<file path="src/rtl/rnd_en_gate_mc_if.sv">
// Bus between the random enable gate and its user: config, seeding, per-channel
// enable requests in, gated enables and status out.
interface rnd_en_gate_mc_if #(
  parameter int CH     = 4,
  parameter int LFSR_W = 16
);
  logic              cfg_en;
  logic [7:0]        cfg_thresh;
  logic              seed_ld;
  logic [LFSR_W-1:0] seed;
  logic [CH-1:0]     en_i;
  logic [CH-1:0]     rdy_o;
  logic [CH-1:0]     en_o;
  logic              stall_o;
  logic [CH-1:0]     ovf_o;
  logic [15:0]       stall_cnt_o;

  modport master (
    output cfg_en, cfg_thresh, seed_ld, seed, en_i,
    input  rdy_o, en_o, stall_o, ovf_o, stall_cnt_o
  );

  modport slave (
    input  cfg_en, cfg_thresh, seed_ld, seed, en_i,
    output rdy_o, en_o, stall_o, ovf_o, stall_cnt_o
  );
endinterface

</file>
<file path="src/rtl/rnd_en_gate_mc.sv">
// Randomly stalls per-channel enables using an LFSR, queueing delayed requests
// in a small per-channel backlog counter; stall runs are bounded by MAX_STALL.
module rnd_en_gate_mc #(
  parameter int CH        = 4,
  parameter int LFSR_W    = 16,
  parameter int MAX_STALL = 3,
  parameter int PEND_MAX  = 4
) (
  input  logic clk,
  input  logic rst,
  rnd_en_gate_mc_if.slave bus
);
  localparam int PW = 4;
  localparam int CW = 4;

  logic [LFSR_W-1:0] lfsr_reg;
  logic [LFSR_W-1:0] lfsr_next;
  logic              fb;
  logic [CW-1:0]     consec_reg;
  logic [15:0]       stall_cnt_reg;
  logic [CH-1:0]     ovf_reg;
  logic [CH-1:0]     rdy;
  logic [CH-1:0]     acc;
  logic [CH-1:0]     iss;
  logic              stall_raw;
  logic              stall;

  generate
    if (LFSR_W == 32) begin : g_taps32
      assign fb = lfsr_reg[31] ^ lfsr_reg[21] ^ lfsr_reg[1] ^ lfsr_reg[0];
    end else begin : g_taps16
      assign fb = lfsr_reg[15] ^ lfsr_reg[13] ^ lfsr_reg[12] ^ lfsr_reg[10];
    end
  endgenerate

  // A zero seed would lock the LFSR, so it is replaced by 1.
  always_comb begin
    lfsr_next = {lfsr_reg[LFSR_W-2:0], fb};
    if (bus.seed_ld) begin
      lfsr_next = (bus.seed == '0) ? LFSR_W'(1) : bus.seed;
    end
  end

  assign stall_raw = bus.cfg_en & (lfsr_reg[7:0] < bus.cfg_thresh);
  assign stall     = stall_raw & (consec_reg < CW'(MAX_STALL));

  always_ff @(posedge clk) begin
    if (rst) begin
      lfsr_reg      <= '1;
      consec_reg    <= '0;
      stall_cnt_reg <= '0;
      ovf_reg       <= '0;
    end else begin
      lfsr_reg   <= lfsr_next;
      consec_reg <= stall ? consec_reg + CW'(1) : '0;
      if (stall && stall_cnt_reg != 16'hFFFF) begin
        stall_cnt_reg <= stall_cnt_reg + 16'd1;
      end
      ovf_reg <= ovf_reg | (bus.en_i & ~rdy);
    end
  end

  // Per-channel backlog: accept and issue in the same cycle cancel out.
  generate
    for (genvar gi = 0; gi < CH; gi++) begin : g_ch
      logic [PW-1:0] pend_reg;

      assign rdy[gi] = pend_reg < PW'(PEND_MAX);
      assign acc[gi] = bus.en_i[gi] & rdy[gi];
      assign iss[gi] = ~stall & ((pend_reg != '0) | acc[gi]);

      always_ff @(posedge clk) begin
        if (rst) begin
          pend_reg <= '0;
        end else begin
          pend_reg <= pend_reg + {{(PW-1){1'b0}}, acc[gi]} - {{(PW-1){1'b0}}, iss[gi]};
        end
      end
    end
  endgenerate

  assign bus.rdy_o       = rdy;
  assign bus.en_o        = iss;
  assign bus.stall_o     = stall;
  assign bus.ovf_o       = ovf_reg;
  assign bus.stall_cnt_o = stall_cnt_reg;
endmodule

</file>
<file path="src/flat_wrapper.sv">
// flat-port wrapper written by rule: the top's interface ports become plain ports
module rnd_en_gate_mc_flat 
#(
  parameter int CH        = 4,
  parameter int LFSR_W    = 16,
  parameter int MAX_STALL = 3,
  parameter int PEND_MAX  = 4
)
  (clk, rst, bus_cfg_en, bus_cfg_thresh, bus_seed_ld, bus_seed, bus_en_i, bus_rdy_o, bus_en_o, bus_stall_o, bus_ovf_o, bus_stall_cnt_o);
  rnd_en_gate_mc_if #(.CH(CH), .LFSR_W(LFSR_W)) bus_i ();
  input  logic clk;
  input  logic rst;
  input wire logic [$bits(bus_i.cfg_en)-1:0] bus_cfg_en;
  input wire logic [$bits(bus_i.cfg_thresh)-1:0] bus_cfg_thresh;
  input wire logic [$bits(bus_i.seed_ld)-1:0] bus_seed_ld;
  input wire logic [$bits(bus_i.seed)-1:0] bus_seed;
  input wire logic [$bits(bus_i.en_i)-1:0] bus_en_i;
  output wire logic [$bits(bus_i.rdy_o)-1:0] bus_rdy_o;
  output wire logic [$bits(bus_i.en_o)-1:0] bus_en_o;
  output wire logic [$bits(bus_i.stall_o)-1:0] bus_stall_o;
  output wire logic [$bits(bus_i.ovf_o)-1:0] bus_ovf_o;
  output wire logic [$bits(bus_i.stall_cnt_o)-1:0] bus_stall_cnt_o;
  assign bus_i.cfg_en = bus_cfg_en;
  assign bus_i.cfg_thresh = bus_cfg_thresh;
  assign bus_i.seed_ld = bus_seed_ld;
  assign bus_i.seed = bus_seed;
  assign bus_i.en_i = bus_en_i;
  assign bus_rdy_o = bus_i.rdy_o;
  assign bus_en_o = bus_i.en_o;
  assign bus_stall_o = bus_i.stall_o;
  assign bus_ovf_o = bus_i.ovf_o;
  assign bus_stall_cnt_o = bus_i.stall_cnt_o;
  rnd_en_gate_mc #(.CH(CH), .LFSR_W(LFSR_W), .MAX_STALL(MAX_STALL), .PEND_MAX(PEND_MAX)) u_core (.clk(clk), .rst(rst), .bus(bus_i));
endmodule
</file>
<file path="config.mk">
export PLATFORM = sky130hd
export DESIGN_NAME = rnd_en_gate_mc_flat
export DESIGN_NICKNAME = d
export VERILOG_FILES = /design/src/rtl/rnd_en_gate_mc_if.sv /design/src/rtl/rnd_en_gate_mc.sv /design/src/flat_wrapper.sv
export SDC_FILE = /design/constraint.sdc
export NUM_CORES = 1
export LEC_CHECK = 0
export ABC_AREA = 1
export CORE_MARGIN = 2
export CORE_UTILIZATION = 56
export DETAILED_ROUTE_END_ITERATION = 8
export PLACE_DENSITY = 0.95
export SYNTH_ARGS = -nofsm -noshare
export SYNTH_HDL_FRONTEND = slang
export SYNTH_SLANG_ARGS = --single-unit
</file>
<file path="constraint.sdc">
create_clock -name clk -period 4.9 [get_ports clk]
set_clock_uncertainty 0.2 [all_clocks]
set_input_delay 1.47 -clock clk [delete_from_list [all_inputs] [get_ports clk]]
set_output_delay 1.47 -clock clk [all_outputs]
set_load 0.05 [all_outputs]
</file>
==> impl_metrics.yaml, run 1 <==
detailed_routing:
  via_per_inst: 5.09
  vias: 2736
  drt-total-wl_um: 6420
  drc: 0
  wire_per_inst_um: 12.0
  dr.first_iter.drc_count: 176
  drtAntennaViolNets: 0
  drtPass1Iterations: 4
setup_path:
  cp.required_ns: 3.23
  r2r-start: "u_core.lfsr_reg[1]"
  endpoint: "bus_en_o[0]"
  crit_path_end_kind: "output pin"
  worst_r2r_path_depth: 17
  crit_fanout: 6
  worstPathArrival_ns: 3.12
  crit_type: "primary input to output pin"
  cp-start-kind: "primary input"
  reg2reg_to: "u_core.g_ch[0].pend_reg[2]"
  crit_path_start: "bus_cfg_thresh[5]"
  r2r_setup_slack_ns: 2.02
logic_synthesis:
  syn_inst: 406
  syn_avg_cell_area_sq_um: 7.50
  synth_area_sq_um: 3050
  synth_cell_type_count: 31
  ys_seq_area_share_pct: 36.8
  synth_warnings: 0
  synth-seq-cells: 56
timing:
  tightestPinTransition_ns: 0.938
  fin_crit_ns: 4.79
  setup_viol: 0
  setup_slack_ns: 0.110
  hold_viol: 0
  fin_tns_setup_ns: 0
  fmax_mhz: 209
  relSlewSlack_pct: 37.4
  slew_viol_final: 0
  min_period_over_period_pct: 97.8
clocking:
  cts_tree: "yes"
  cts_root_buf: "clkbuf_8"
  cts_max_path_buffers: 2
  cts_buffers: 5
  clk_latency_ns: 0.31
  clock_sinks: 56
  h-tree-depth: 2
  clk_pin_slew_ns: 0.10
  hold_buffers: 0
cells_and_area:
  nFillCells: 382
  seq_area_sq_um: 1120
  final_nets: 534
  antenna_cells: 0
  final_area_sq_um: 3850
  drive_gt1_share_pct: 6.85
  multiInputGateArea_sq_um: 1610
  area_growth_pct: 26.3
hold_path:
  hold_path.class: "register to register"
  hp-start: "u_core.consec_reg[0]"
floorplan:
  design.core.area_sq_um: 5170
  die_h_um: 77.7
  num_rows: 26
  initial_core_util_pct: 58.9
  dieArea_sq_um: 6040
  ios: 61
  die_w_um: 77.7
place:
  gp_congestion: 0.853
  port_buffers: 60
  place_hpwl_um: 4770
  dpl_cell_area_sq_um: 3670
  place_ws_ns: 0.0173
pwr:
  power.share.combinational_pct: 50.5
  vdd_drop_max_uv: 257
  leakage_nw: 1.82
  p_int_w: 0.00105
  power_frac_seq_pct: 32.5
  sw_frac_of_total_pct: 41.5
  power_w: 0.00179
  power_density_nw_per_um2: 465
  pwr-share-clk_pct: 17.0
  switching_power_w: 0.000743
grt:
  antenna_found_initial: 0
  grt_usage_pct: 22.6
  grt_pass1_wl_um: 11200
  grt_max_degree: 31
  globalRouteOverflowTotal: 0
  grt_pass1_vias: 2734
job:
  max-cap-violations: 0
status:
  status: "completed"
-- cells by family after synthesis --
kind of cell             Yosys count  synth area share, %
AND/OR/NAND/NOR                  166                 24.0
buffers and inverters             85                 11.9
XOR/XNOR                           6                 1.73
flip-flops                        56                 36.8
adder cells (fa/ha/maj)           36                 15.8
AO/OA/AOI/OAI                     56                 9.74
other                              1                0.123
-- cell usage in the layout, fill, tap and decap left out, types with 4 or more instances in the layout --
cell / synthesis / routed
a21oi_1: 35 / 33
buf_4: 2 / 5
clkbuf_8: 2 / 5
clkdlybuf4s50_1: 0 / 54
dfxtp_1: 56 / 56
fa_1: 4 / 4
ha_1: 32 / 30
inv_1: 72 / 71
nand2_1: 62 / 61
nand3_1: 31 / 31
nand4_1: 5 / 5
nor2_1: 56 / 56
o21ai_0: 15 / 15
-- worst min-delay path by stage --
stage / slack (ns) / end / cells past startpoint
5_1_grt: 0.25 / u_core.consec_reg[0] / 1
6_report: 0.22 / u_core.consec_reg[0] / 1
3_5_place_dp: 0.21 / u_core.consec_reg[0] / 1
4_1_cts: 0.23 / u_core.consec_reg[0] / 1
2_1_floorplan: 0.20 / u_core.consec_reg[0] / 1
3_3_place_gp: 0.21 / u_core.consec_reg[0] / 1
-- through the flow --
step                      std cells  util (%)  hold WS, ns
after floorplan                 407         -        0.198
after global placement          528      71.0        0.205
after detailed placement        528      71.0        0.212
after CTS                       536      73.1        0.226
after global routing            537      74.4        0.246
final                           537      74.4        0.224
-- power by group through the flow --
stage | clock [W] | sequential, W | combinational [W]
2_1_floorplan | 0 | 0.000612 | 0.000624
3_5_place_dp | 0 | 0.000590 | 0.000885
4_1_cts | 0.000308 | 0.000580 | 0.000890
6_report | 0.000305 | 0.000581 | 0.000903
3_3_place_gp | 0 | 0.000586 | 0.000813
5_1_grt | 0.000326 | 0.000592 | 0.00101
-- Yosys cell counts (all sizes together) --
library cell	number	share of area [%]
nor4	2	0.41
conb	1	0.12
nand2	62	7.6
nand3	33	5.8
a211oi	2	0.49
xor2	3	0.86
o211ai	1	0.25
o21a	1	0.25
clkbuf	8	1.6
a21oi	35	5.8
nor2	59	7.8
nor3	3	0.66
buf	4	1.2
and3	1	0.21
inv	73	9.0
a21o	1	0.25
dfxtp	56	37
xnor2	3	0.86
ha	32	13
fa	4	2.6
o41ai	1	0.29
o21ai	15	2.5
nand4	6	1.4
-- per-layer routing --
layer | track usage, % | vias to the layer above | wire (um)
li1 | - | 1406 | -
met1 | 23.9 | 1235 | 2580
met2 | 43.4 | 76 | 3450
met3 | 3.37 | 19 | 224
met4 | 10.4 | 0 | 174
met5 | 0 | - | 0
-- final cells by class --
class,instances,area share [%]
Timing Repair Buffer,64,16.7
Clock inverter,3,1.11
Inverter,73,7.12
Clock buffer,5,1.79
Sequential cell,56,29.1
Multi-Input combinational cell,266,41.8
Tap cell,70,2.28
-- timing repair --
action / in CTS / in global routing
setup endpoints to repair: 0 / 4
gates resized for setup: 0 / 11
buffers inserted: 0 / 1
-- critical path: stages --
cell	delay, ns
clkdlybuf4s50_1	0.45
inv_1	0.04
ha_1	0.30
a21oi_2	0.12
o21a_1	0.15
nand4_1	0.09
buf_6	0.16
o41ai_2	0.05
inv_1	0.11
buf_6	0.17
Note: power is estimated with default switching activity, not from simulation.
==> inputs of run 2 (changes only) <==
- CORE_UTILIZATION: 56 -> 65
- DONT_BUFFER_PORTS: unset -> 1
- PLACE_DENSITY: 0.95 -> 0.91
==> run 2 against run 1 <==
Effect of this change:
- clock power hardly changed
- setup slack better by 0.21 ns
- fmax is 4.6% higher
- final area is 18% lower
- combinational power is 19% lower
- largest cell class unchanged
==> impl_metrics.yaml, run 2 (synthesis results as in run 1) <==
timing:
  fmax_mhz: 218
  fin_crit_ns: 4.58
  relSlewSlack_pct: 40.2
  hold_viol: 0
  slew_viol_final: 0
  tightestPinTransition_ns: 0.895
  setup_viol: 0
  fin_tns_setup_ns: 0
  min_period_over_period_pct: 93.4
  rsz0062_at_grt: "false"
detailed_routing:
  drtPass1Iterations: 4
  wl_met2_um: 2740
  wl_met3_um: 314
  drtAntennaViolNets: 0
  drt-total-wl_um: 5550
  top_layer_used: "met4"
  wire_per_inst_um: 12.2
  m1WireLength_um: 2440
  drc: 0
  via_per_inst: 5.39
  dr.first_iter.drc_count: 133
  vias: 2459
clocking:
  cts_tree: "yes"
  cts_resized: 0
  cts_max_path_buffers: 2
  clk_latency_ns: 0.31
  cts_buffers: 5
  clk_pin_slew_ns: 0.10
  cts_setup_buffers: 0
  cts_root_buf: "clkbuf_8"
  hold_buffers: 0
  h-tree-depth: 2
  clock_sinks: 56
floorplan:
  ios: 61
  die_w_um: 72.5
  initial_core_util_pct: 68.5
  num_rows: 24
  die_h_um: 72.5
  design.core.area_sq_um: 4440
  dieArea_sq_um: 5250
place:
  dpl_cell_area_sq_um: 3030
  gp_congestion: 0.791
  place_hpwl_um: 4280
  port_buffers: 0
hold_path:
  hold_path.class: "register to register"
  holdPathStages: 1
job:
  max-cap-violations: 0
cells_and_area:
  mostFrequentLayoutCells: "72 x inv_1, 62 x nand2_1, 56 x nor2_1, 56 x dfxtp_1, 35 x a21oi_1"
  final_area_sq_um: 3150
  final_common_cell: "inv_1"
  nFillCells: 353
  area_growth_pct: 3.29
  antenna_cells: 0
  drive_gt1_share_pct: 4.21
  final_core_util_pct: 70.8
  final_nets: 471
setup_path:
  crit_path_end_kind: "output pin"
  worstPathArrival_ns: 2.91
  cp.required_ns: 3.23
  reg2reg_to: "u_core.g_ch[3].pend_reg[2]"
  crit_type: "primary input to output pin"
  crit_fanout: 6
  crit_path_start: "bus_cfg_thresh[7]"
  endpoint: "bus_en_o[0]"
  r2r_setup_slack_ns: 1.62
  worst_r2r_path_depth: 13
  r2r-start: "u_core.lfsr_reg[7]"
  cp-start-kind: "primary input"
grt:
  globalRouteOverflowTotal: 0
  antenna_found_initial: 0
  grt_pass1_wl_um: 9780
  grt_pass1_vias: 2395
  grt_usage_pct: 23.2
  grt_max_degree: 31
status:
  status: "completed"
pwr:
  leakage_nw: 1.55
  vdd_drop_max_uv: 270
  power_density_nw_per_um2: 524
-- run 2: cell count changes in the layout (fill, tap and decap cells not counted), sizes merged --
cell and delta:
buf -8, dlymetal6s2s -1, clkdlybuf4s50 -54
-- run 2: stage by stage --
| step | hold slack (ns) | total power, W | setup WS [ns] | cells |
|---|---|---|---|---|
| global route | 0.262 | 0.00180 | 0.183 | 456 |
| detailed placement | 0.210 | 0.00136 | 0.315 | 448 |
| finish | 0.231 | 0.00165 | 0.322 | 456 |
| CTS | 0.230 | 0.00166 | 0.303 | 456 |
| global placement | 0.205 | 0.00130 | 0.364 | 448 |
| floorplan | 0.198 | 0.00124 | 0.610 | 407 |
-- run 2: cell type report --
class                      count  area, sq um  share of cell area, %
inverter                      73          274                   8.71
multi-input combinational    266         1570                   49.8
timing repair buffer           1         7.51                  0.239
sequential                    56         1120                   35.6
tap                           52         65.1                   2.07
clock inverter                 3         42.5                   1.35
clock buffer                   5         68.8                   2.19
-- run 2: how the worst min path moves through the flow --
stage,slack (ns),end,from
final,0.23,u_core.consec_reg[0],u_core.consec_reg[0]
after floorplan,0.20,u_core.consec_reg[0],u_core.consec_reg[0]
after global routing,0.26,u_core.consec_reg[0],u_core.consec_reg[0]
after global placement,0.21,u_core.consec_reg[0],u_core.consec_reg[0]
after detailed placement,0.21,u_core.consec_reg[0],u_core.consec_reg[0]
after CTS,0.23,u_core.consec_reg[0],u_core.consec_reg[0]
-- run 2: layer usage --
metal | vias to the layer above | track usage, %
li1 | 1276 | -
met2 | 69 | 40.0
met5 | - | 0
met3 | 7 | 6.94
met1 | 1107 | 28.2
met4 | 0 | 6.17
-- run 2: power by group --
group / switching (W) / total (W) / internal [W]
clock network: 0.000152 / 0.000304 / 0.000152
registers: 0.0000766 / 0.000613 / 0.000536
logic: 0.000471 / 0.000732 / 0.000260
-- run 2: critical path: stages --
cell     delay, ns
inv_1         0.02
ha_1          0.30
a21oi_1       0.16
o21a_1        0.17
nand4_1       0.32
o41ai_1       0.16
inv_1         0.29
==> inputs of run 3 (changes only) <==
- ABC_AREA: 1 -> unset
==> run 3 against run 2 <==
Effect of this change:
- clock power shrank 15%
- worst hold slack improved by 0.0046 ns
- highest routed layer unchanged
- via count down 13%
- critical path type unchanged
- largest power group unchanged
- sequential share of layout area rose by 0.057 points
- combinational power is 7.9% higher
- non-clock buffer count rose by 3
- wire length decreased by 1.9%
- setup slack worse by 0.013 ns
==> impl_metrics.yaml, run 3 <==
status:
  status: "completed"
place:
  gp_congestion: 0.821
  dpl_cell_area_sq_um: 3050
  place_inst: 363
  port_buffers: 0
  place_hpwl_um: 4050
logic_synthesis:
  synth_area_sq_um: 2950
  synth_enable_flop_cells: 0
  synth_common_cells: "56 x dfxtp_1, 36 x inv_1, 36 x nor2_1"
  synth-seq-cells: 56
  syn_avg_cell_area_sq_um: 9.34
  syn_inst: 316
  ys.flop_type: "dfxtp_1"
  ys_seq_area_share_pct: 38.0
  synth.largest_area_cell: "dfxtp_1"
  synth.area.top_cells: "dfxtp_1 38%, ha_1 14%, a211o_1 5.3%"
  synth_top_cell_area_share_pct: 38.0
  synth_warnings: 0
  synth-async-reset-ratio_pct: 0
  synth_cell_type_count: 43
  synth.most_common_cell: "dfxtp_1"
timing:
  tightestPinTransition_ns: 0.726
  rsz0062_at_grt: "false"
  slew_viol_final: 0
  setup_viol: 0
  fin_tns_setup_ns: 0
  relSlewSlack_pct: 51.5
  min_period_over_period_pct: 93.7
  hold_viol: 0
  fin_crit_ns: 4.59
  fmax_mhz: 218
cells_and_area:
  final_common_cell: "dfxtp_1"
  final_nets: 386
  nFillCells: 315
  mostFrequentLayoutCells: "56 x dfxtp_1, 36 x inv_1, 36 x nor2_1"
  final_cells: 371
  antenna_cells: 0
  area_growth_pct: 6.40
  final_area_sq_um: 3140
  drive_gt1_share_pct: 8.78
clocking:
  clock_sinks: 56
  hold_buffers: 0
  cts_resized: 0
  cts_setup_buffers: 0
  clk_latency_ns: 0.31
  cts_max_path_buffers: 2
  h-tree-depth: 2
  cts_buffers: 5
  cts_root_buf: "clkbuf_8"
  clk_pin_slew_ns: 0.09
  cts_tree: "yes"
setup_path:
  slowest_stage: "a31oi_2"
  crit_fanout: 6
  r2r_setup_slack_ns: 1.65
  critPathMaxStageDelay_ns: 0.59
  timing.critical_path.cells: "inv_1 -> ha_1 -> o21a_1 -> o211ai_1 -> a31oi_4 -> nor2_4 -> a31oi_2"
  worstPathArrival_ns: 2.92
  cp-start-kind: "primary input"
  r2r-start: "u_core.g_ch[1].pend_reg[2]"
  crit_type: "primary input to output pin"
  crit_path_end_kind: "output pin"
  worst-path-buf-inv: 1
  worst_r2r_path_depth: 11
  cp.required_ns: 3.23
  reg2reg_to: "u_core.g_ch[1].pend_reg[3]"
  crit_family: "compound AO/OA/AOI/OAI gates"
pwr:
  power_density_nw_per_um2: 527
  power_w: 0.00165
  vdd_drop_max_uv: 214
  leakage_nw: 1.33
hold_path:
  hold_path.class: "register to register"
  holdPathStages: 1
  holdPathEnd: "u_core.consec_reg[0]"
  hp-start: "u_core.consec_reg[0]"
floorplan:
  initial_core_util_pct: 67.8
  num_rows: 24
  die_h_um: 71.4
  design.core.area_sq_um: 4350
  ios: 61
  dieArea_sq_um: 5100
  die_w_um: 71.4
job:
  max-cap-violations: 0
grt:
  globalRouteOverflowTotal: 0
  grt_pass1_wl_um: 9180
  grt.busiest_layer: "met2"
  antenna_found_initial: 0
  grt_max_degree: 58
  grt_util_met3_pct: 6.89
  grt_use_met1_pct: 23.7
  use_met2_pct: 41.6
  grt_pass1_vias: 2160
  grt_usage_pct: 22.7
detailed_routing:
  wire_per_inst_um: 14.7
  drt-total-wl_um: 5450
  dr.first_iter.drc_count: 93
  via_per_inst: 5.78
  drc: 0
  drtPass1Iterations: 4
  drtAntennaViolNets: 0
  vias: 2145
==> run 3: how the worst max path moves through the flow <==
stage,start,endpoint,slack (ns),cells past startpoint
finish,bus_cfg_thresh[5],bus_en_o[1],0.31,7
global route,bus_cfg_thresh[5],bus_en_o[1],0.22,7
CTS,bus_cfg_thresh[5],bus_en_o[1],0.30,7
detailed placement,bus_cfg_thresh[5],bus_en_o[1],0.29,7
global placement,bus_cfg_thresh[5],bus_en_o[0],0.35,7
floorplan,bus_cfg_thresh[5],bus_en_o[0],0.1,8
==> run 3: through the flow <==
stage | worst slack, ns | utilization [%] | hold slack, ns
2_1_floorplan | 0.0967 | - | 0.207
3_3_place_gp | 0.347 | 70.0 | 0.213
3_5_place_dp | 0.294 | 70.0 | 0.223
4_1_cts | 0.299 | 72.1 | 0.237
5_1_grt | 0.218 | 72.1 | 0.268
6_report | 0.309 | 72.1 | 0.236
==> run 3: cell type report <==
type / count / area, sq um / share of cell area [%]
clock buffer: 6 / 82.6 / 2.63
multi-input combinational: 215 / 1680 / 53.6
sequential: 56 / 1120 / 35.7
timing repair buffer: 4 / 42.5 / 1.35
clock inverter: 2 / 10.0 / 0.319
tap: 52 / 65.1 / 2.07
inverter: 36 / 135 / 4.30
==> run 3: routing by layer <==
| layer | part of all wire, % | routed length, um |
|---|---|---|
| met1 | 40 | 2180 |
| met2 | 52 | 2830 |
| met3 | 6.5 | 354 |
| met4 | 1.5 | 80 |
| met5 | 0 | 0 |
==> run 3: kinds of logic (layout without fill, tap and decap cells) <==
| kind of cell | after synthesis | count (layout) | synth area share (%) |
|---|---|---|---|
| compound gates | 48 | 48 | 12.7 |
| simple gates | 106 | 106 | 19.5 |
| buf+inv | 46 | 48 | 6.10 |
| flops | 56 | 56 | 38.0 |
| fa+ha+maj | 36 | 36 | 16.3 |
| mux | 3 | 3 | 1.36 |
| xor+xnor | 20 | 20 | 5.93 |
| other cells | 1 | 2 | 0.127 |
==> run 3: where the power goes <==
group / internal, W / switching, W
registers: 0.000535 / 0.0000719
clock network: 0.000113 / 0.000145
logic: 0.000331 / 0.000459
==> run 3: worst register-to-register path: cells and delay by family, from the launching register on <==
kind / cells / cell delay [ns]
flip-flops: 1 / 0.31
AND/OR/NAND/NOR: 2 / 0.25
buffers and inverters: 2 / 0.15
AO/OA/AOI/OAI: 3 / 1.01
adder cells (fa/ha/maj): 3 / 1.10
XOR/XNOR: 1 / 0.14
